**config.mk**
```make
export PLATFORM = sky130hd
export DESIGN_NAME = rsp_buff
export DESIGN_NICKNAME = d
export VERILOG_FILES = /design/src/rtl/rsp_buff.sv
export SDC_FILE = /design/constraint.sdc
export NUM_CORES = 1
export LEC_CHECK = 0
export BUFFER_PORTS_ARGS = -buffer_cell sky130_fd_sc_hd__buf_4
export CORE_MARGIN = 8
export CORE_UTILIZATION = 25
export DETAILED_ROUTE_END_ITERATION = 10
export SETUP_SLACK_MARGIN = 0.02
export SLEW_MARGIN = 20
export SYNTH_ARGS = -nofsm -noshare
export SYNTH_HDL_FRONTEND = slang
export SYNTH_SLANG_ARGS = --single-unit
```
**constraint.sdc**
```tcl
create_clock -name clk -period 4 [get_ports clk]
set_input_delay 0.4 -clock clk [delete_from_list [all_inputs] [get_ports clk]]
set_output_delay 0.4 -clock clk [all_outputs]
set_load 0.02 [all_outputs]
```
**src/rtl/rsp_buff.sv**
```systemverilog
// rtl/rsp_buff.sv - response FIFO with AXI read-side pop, status read and empty-read timeout
module rsp_buff #(
    parameter int         DATA_WIDTH = 32,
    parameter int         ADDR_WIDTH = 32,
    parameter int         DEPTH      = 4,
    parameter int         TIMEOUT    = 16,
    parameter logic [1:0] RSP_REGION = 2'b01
) (
    input  logic                  clk,
    input  logic                  rst,
    input  logic                  ctrl_rsp_buff_in_vld,
    input  logic [DATA_WIDTH-1:0] ctrl_rsp_buff_in_data,
    output logic                  rsp_buff_ctrl_rdy,
    input  logic                  axi_rd_vld,
    input  logic [ADDR_WIDTH-1:0] axi_rd_addr,
    input  logic [1:0]            axi_rd_region,
    output logic                  fifo_rd_done,
    output logic [DATA_WIDTH-1:0] fifo_rd_data,
    output logic                  fifo_rd_err
);

    localparam int AW = $clog2(DEPTH);
    localparam int CW = (TIMEOUT > 1) ? $clog2(TIMEOUT) : 1;
    localparam logic [CW-1:0] CNT_LAST = CW'(TIMEOUT - 1);

    localparam logic [1:0] ST_IDLE = 2'd0;
    localparam logic [1:0] ST_WAIT = 2'd1;
    localparam logic [1:0] ST_RESP = 2'd2;

    logic [DATA_WIDTH-1:0] mem [DEPTH];
    logic [AW:0]           wr_ptr;
    logic [AW:0]           rd_ptr;
    logic [AW:0]           count;
    logic                  full;
    logic                  empty;
    logic                  push;
    logic                  pop;
    logic [DATA_WIDTH-1:0] head;

    logic [1:0]            state;
    logic [1:0]            state_nxt;
    logic [CW-1:0]         cnt;
    logic [CW-1:0]         cnt_nxt;
    logic                  rd_qual;
    logic                  load;
    logic [DATA_WIDTH-1:0] load_data;
    logic                  load_err;

    // Only bit 2 of the address selects status vs data; the rest is ignored.
    logic unused_addr_bits;
    assign unused_addr_bits = ^{axi_rd_addr[ADDR_WIDTH-1:3], axi_rd_addr[1:0]};

    // Occupancy flags come straight from the registered pointers, so a pop
    // in the same cycle cannot open a slot for a push while full.
    assign full              = (wr_ptr[AW-1:0] == rd_ptr[AW-1:0]) && (wr_ptr[AW] != rd_ptr[AW]);
    assign empty             = (wr_ptr == rd_ptr);
    assign count             = wr_ptr - rd_ptr;
    assign rsp_buff_ctrl_rdy = ~full;
    assign push              = ctrl_rsp_buff_in_vld & ~full;
    assign head              = mem[rd_ptr[AW-1:0]];
    assign rd_qual           = axi_rd_vld && (axi_rd_region == RSP_REGION) && (state == ST_IDLE);
    assign fifo_rd_done      = (state == ST_RESP);

    // FIFO storage; contents need no reset because the pointers define validity.
    always_ff @(posedge clk) begin
        if (push) begin
            mem[wr_ptr[AW-1:0]] <= ctrl_rsp_buff_in_data;
        end
    end

    // Read/write pointers with wrap bit.
    always_ff @(posedge clk) begin
        if (rst) begin
            wr_ptr <= '0;
            rd_ptr <= '0;
        end else begin
            if (push) begin
                wr_ptr <= wr_ptr + (AW+1)'(1);
            end
            if (pop) begin
                rd_ptr <= rd_ptr + (AW+1)'(1);
            end
        end
    end

    // Read FSM: decide pop, wait, timeout and the response word to present.
    always_comb begin
        state_nxt = state;
        cnt_nxt   = cnt;
        pop       = 1'b0;
        load      = 1'b0;
        load_data = '0;
        load_err  = 1'b0;
        case (state)
            ST_IDLE: begin
                if (rd_qual) begin
                    if (axi_rd_addr[2]) begin
                        state_nxt = ST_RESP;
                        load      = 1'b1;
                        load_data = DATA_WIDTH'(count);
                    end else if (!empty) begin
                        pop       = 1'b1;
                        state_nxt = ST_RESP;
                        load      = 1'b1;
                        load_data = head;
                    end else begin
                        state_nxt = ST_WAIT;
                        cnt_nxt   = '0;
                    end
                end
            end
            ST_WAIT: begin
                if (!empty) begin
                    pop       = 1'b1;
                    state_nxt = ST_RESP;
                    load      = 1'b1;
                    load_data = head;
                end else if (cnt == CNT_LAST) begin
                    state_nxt = ST_RESP;
                    load      = 1'b1;
                    load_err  = 1'b1;
                end else begin
                    cnt_nxt = cnt + CW'(1);
                end
            end
            ST_RESP: begin
                state_nxt = ST_IDLE;
            end
            default: begin
                state_nxt = ST_IDLE;
            end
        endcase
    end

    // FSM state and wait counter registers.
    always_ff @(posedge clk) begin
        if (rst) begin
            state <= ST_IDLE;
            cnt   <= '0;
        end else begin
            state <= state_nxt;
            cnt   <= cnt_nxt;
        end
    end

    // Response data/error are captured on entry to RESP and held otherwise.
    always_ff @(posedge clk) begin
        if (rst) begin
            fifo_rd_data <= '0;
            fifo_rd_err  <= 1'b0;
        end else if (load) begin
            fifo_rd_data <= load_data;
            fifo_rd_err  <= load_err;
        end
    end

endmodule
```
==> results.toml <==
[place]
gp_congestion = 0.743
placed_area_um2 = 7420
hpwl_mm = 8.60
port_buffers = 73
placed_cells = 743

[power]
p_leak_nw = 2.74
p_sw_share_pct = 23.5
internal_power_w = 0.00302
comb_power_share_pct = 6.2
seq_power_share_pct = 52.1
p_clk_share_pct = 41.7
switching_power_w = 0.000925
p_per_area_nw_per_um2 = 491
ir_drop_mv = 0.269

[floorplanning]
dieHeight_um = 177
die_w_um = 177
initial_core_util_pct = 25.2
fp.dieArea_um2 = 31400
num_rows = 59
ios = 105
core-area_um2 = 25800

[critical_path]
worstPathMaxFanout = 19
path_delay_family = "simple AND/OR/NAND/NOR gates"
r2r-end = "mem[1][12]"
path_class = "reg2reg"
crit_buf_inv = 2
r2r-start = "wr_ptr[0]"
crit_slowest_cell = "and2_2"
worstPathArrival_ps = 3080
r2r_slack_ps = 1020
r2r_cells = 6
crit_start = "wr_ptr[0]"
crit_end = "mem[1][12]"
cp.depth = 6
worstPathCellList = "inv_1 > ha_1 > and2_1 > a21boi_0 > and2_2 > buf_4"
endpoint_kind = "register"
crit_required_ps = 4100
cp_slowest_stage_delay_ps = 690
start_kind = "register"

[sta]
setup_tns_ps = 0
timing.fmax_ghz = 0.336
max_slew_margin_pct = 29.7
fin_skew_ps = 17.1
hold_violations = 0
timing_worst_slew_pin_value_ps = 1060
fin_crit_sh_pct = 74.5
slew_viol_final = 0
period_needed_ps = 2980
grt_setup_unrepaired = "false"
setup_violations = 0

[finish]
final_cell_mix = "edfxtp_1 (128), buf_4 (76), dfxtp_1 (45)"
register_area_um2 = 4790
final_common_cell = "edfxtp_1"
layout-drive-gt1-share_pct = 33.6
area_growth_pct = 23.4
antennaDiodeCount = 0
final_nets = 507
fin_cells = 776
fillers = 2467
multiInputGateArea_um2 = 1610
fin_area_um2 = 8020

[detailed_routing]
drtPass1Iterations = 4
num_vias = 3467
drt_wl_total_mm = 14.2
drt-initial-drc-count = 132
vias_per_cell = 4.47
drc = 0
routedWlPerCell_um = 18.3
detail-route-antenna-nets = 0

[synthesis]
syn_nets = 430
netlist_area_um2 = 6500
avgSynthCellArea_um2 = 18.5
yosysWarnings = 0
synth_cell_types = 40
ys_ff_latch = 175
async_reset_ff_share_pct = 0
syn-instance-count = 351
ys_seq_area_share_pct = 73.6
ys.flop_type = "edfxtp_1"
synth_edf_count = 128

[hold_path]
hp-class = "in2reg"

[grt]
grt.overflow.total = 0
antenna_found_initial = 0
first_global_vias = 3793
grt_pass1_wl_mm = 22.0
grt_max_degree = 33
grt_use_total_pct = 9.30

[clocking]
cts_root_buf = "clkbuf_16"
clk_pin_slew_ps = 70
clockBufferDepth = 2
clock_latency_ps = 430
clock_sinks = 175
cts_buffers = 17
h-tree-depth = 4
post_cts.repair.setup_buffers = 0
hold_buffers = 0
post_cts_resized = 0
cts_tree = "yes"

[run]
drv_cap = 0

[run_status]
outcome = "completed"
[metal layers]
layer / track usage [%] / share of wire, % / up-vias
met1: 11.1 / 44 / 1779
met3: 2.52 / 4.4 / 18
met5: 0 / 0 / -
met4: 4.17 / 2.5 / 0
li1: - / - / 1569
met2: 15.4 / 49 / 101
[worst register-to-register path, delay by kind of cell (launching register included)]
kind	cells	cell delay, ps
AOI/OAI and AO/OA	1	540
adders and majority gates	1	330
buffers and inverters	2	490
DFF	1	410
and+or+nand+nor	2	890
[how the worst min path moves through the flow]
stage	start	endpoint	slack (ps)	cells past startpoint
2_1_floorplan	cnt[1]	cnt[1]	470	2
4_1_cts	ctrl_rsp_buff_in_data[17]	mem[2][17]	160	1
6_report	ctrl_rsp_buff_in_data[30]	mem[0][30]	170	1
3_3_place_gp	fifo_rd_data[25]	fifo_rd_data[25]	470	1
5_1_grt	ctrl_rsp_buff_in_data[17]	mem[3][17]	150	1
3_5_place_dp	fifo_rd_data[4]	fifo_rd_data[4]	470	1
[flip-flops by register name (all words and copies together) (netlist names), named ones only]
name          cells
fifo_rd_data     32
mem             128
cnt               4
state             2
fifo_rd_err       1
wr_ptr            3
rd_ptr            3
[logic make-up (layout without fill, tap and decap cells)]
family	Yosys count	after routing	synth area share, %
buffers and inverters	27	117	1.93
adders and majority gates	9	9	1.85
xor gates and xnor gates	5	5	0.886
muxes	33	33	11.2
AOI/OAI and AO/OA	59	59	6.74
and+or+nand+nor	43	43	3.75
DFF	175	175	73.6
[power by group through the flow]
stage          Clock (W)  Combinational, W  Sequential, W
6_report         0.00164          0.000245        0.00205
5_1_grt          0.00175          0.000268        0.00206
4_1_cts          0.00168          0.000245        0.00206
3_5_place_dp           0          0.000245        0.00210
3_3_place_gp           0          0.000236        0.00209
2_1_floorplan          0          0.000136        0.00209
[synth_stat cells (2+ instances only)]
library cell	instances	share of area, %
mux4_2	32	11
nor2_1	8	0.46
xor2_1	2	0.27
a22o_1	29	3.9
xnor2_1	2	0.27
clkbuf_1	7	0.40
nand3b_1	2	0.23
a211oi_1	3	0.35
o31ai_1	2	0.23
nand4b_1	2	0.27
nand2_1	6	0.35
nand4_1	3	0.29
nor3_1	2	0.15
or4_1	2	0.23
edfxtp_1	128	59
buf_2	10	0.77
a221o_1	3	0.46
nand3_1	6	0.46
ha_1	8	1.5
a21oi_1	12	0.92
dfxtp_1	47	14
and2_1	4	0.38
inv_1	8	0.46
o21ai_0	7	0.54
[area by class of cell]
cell class              count  share of cell area, %
flip-flops and latches    175                   59.7
multi-input cells         149                   20.1
repair buffers             77                   7.45
clock buffers              18                   5.35
well taps                 335                   5.22
clock inverters            14                   1.86
inverters                   8                  0.374
[through the flow]
stage | power (W) | util (%) | hold WS [ps] | setup WS (ps)
6_report | 0.00394 | 31.1 | 172 | 1020
5_1_grt | 0.00408 | 31.1 | 153 | 840
4_1_cts | 0.00398 | 31.0 | 155 | 982
3_5_place_dp | 0.00234 | 28.8 | 468 | 993
3_3_place_gp | 0.00233 | 28.8 | 468 | 1120
2_1_floorplan | 0.00223 | - | 466 | 1390
(Power assumes the default switching activity.)
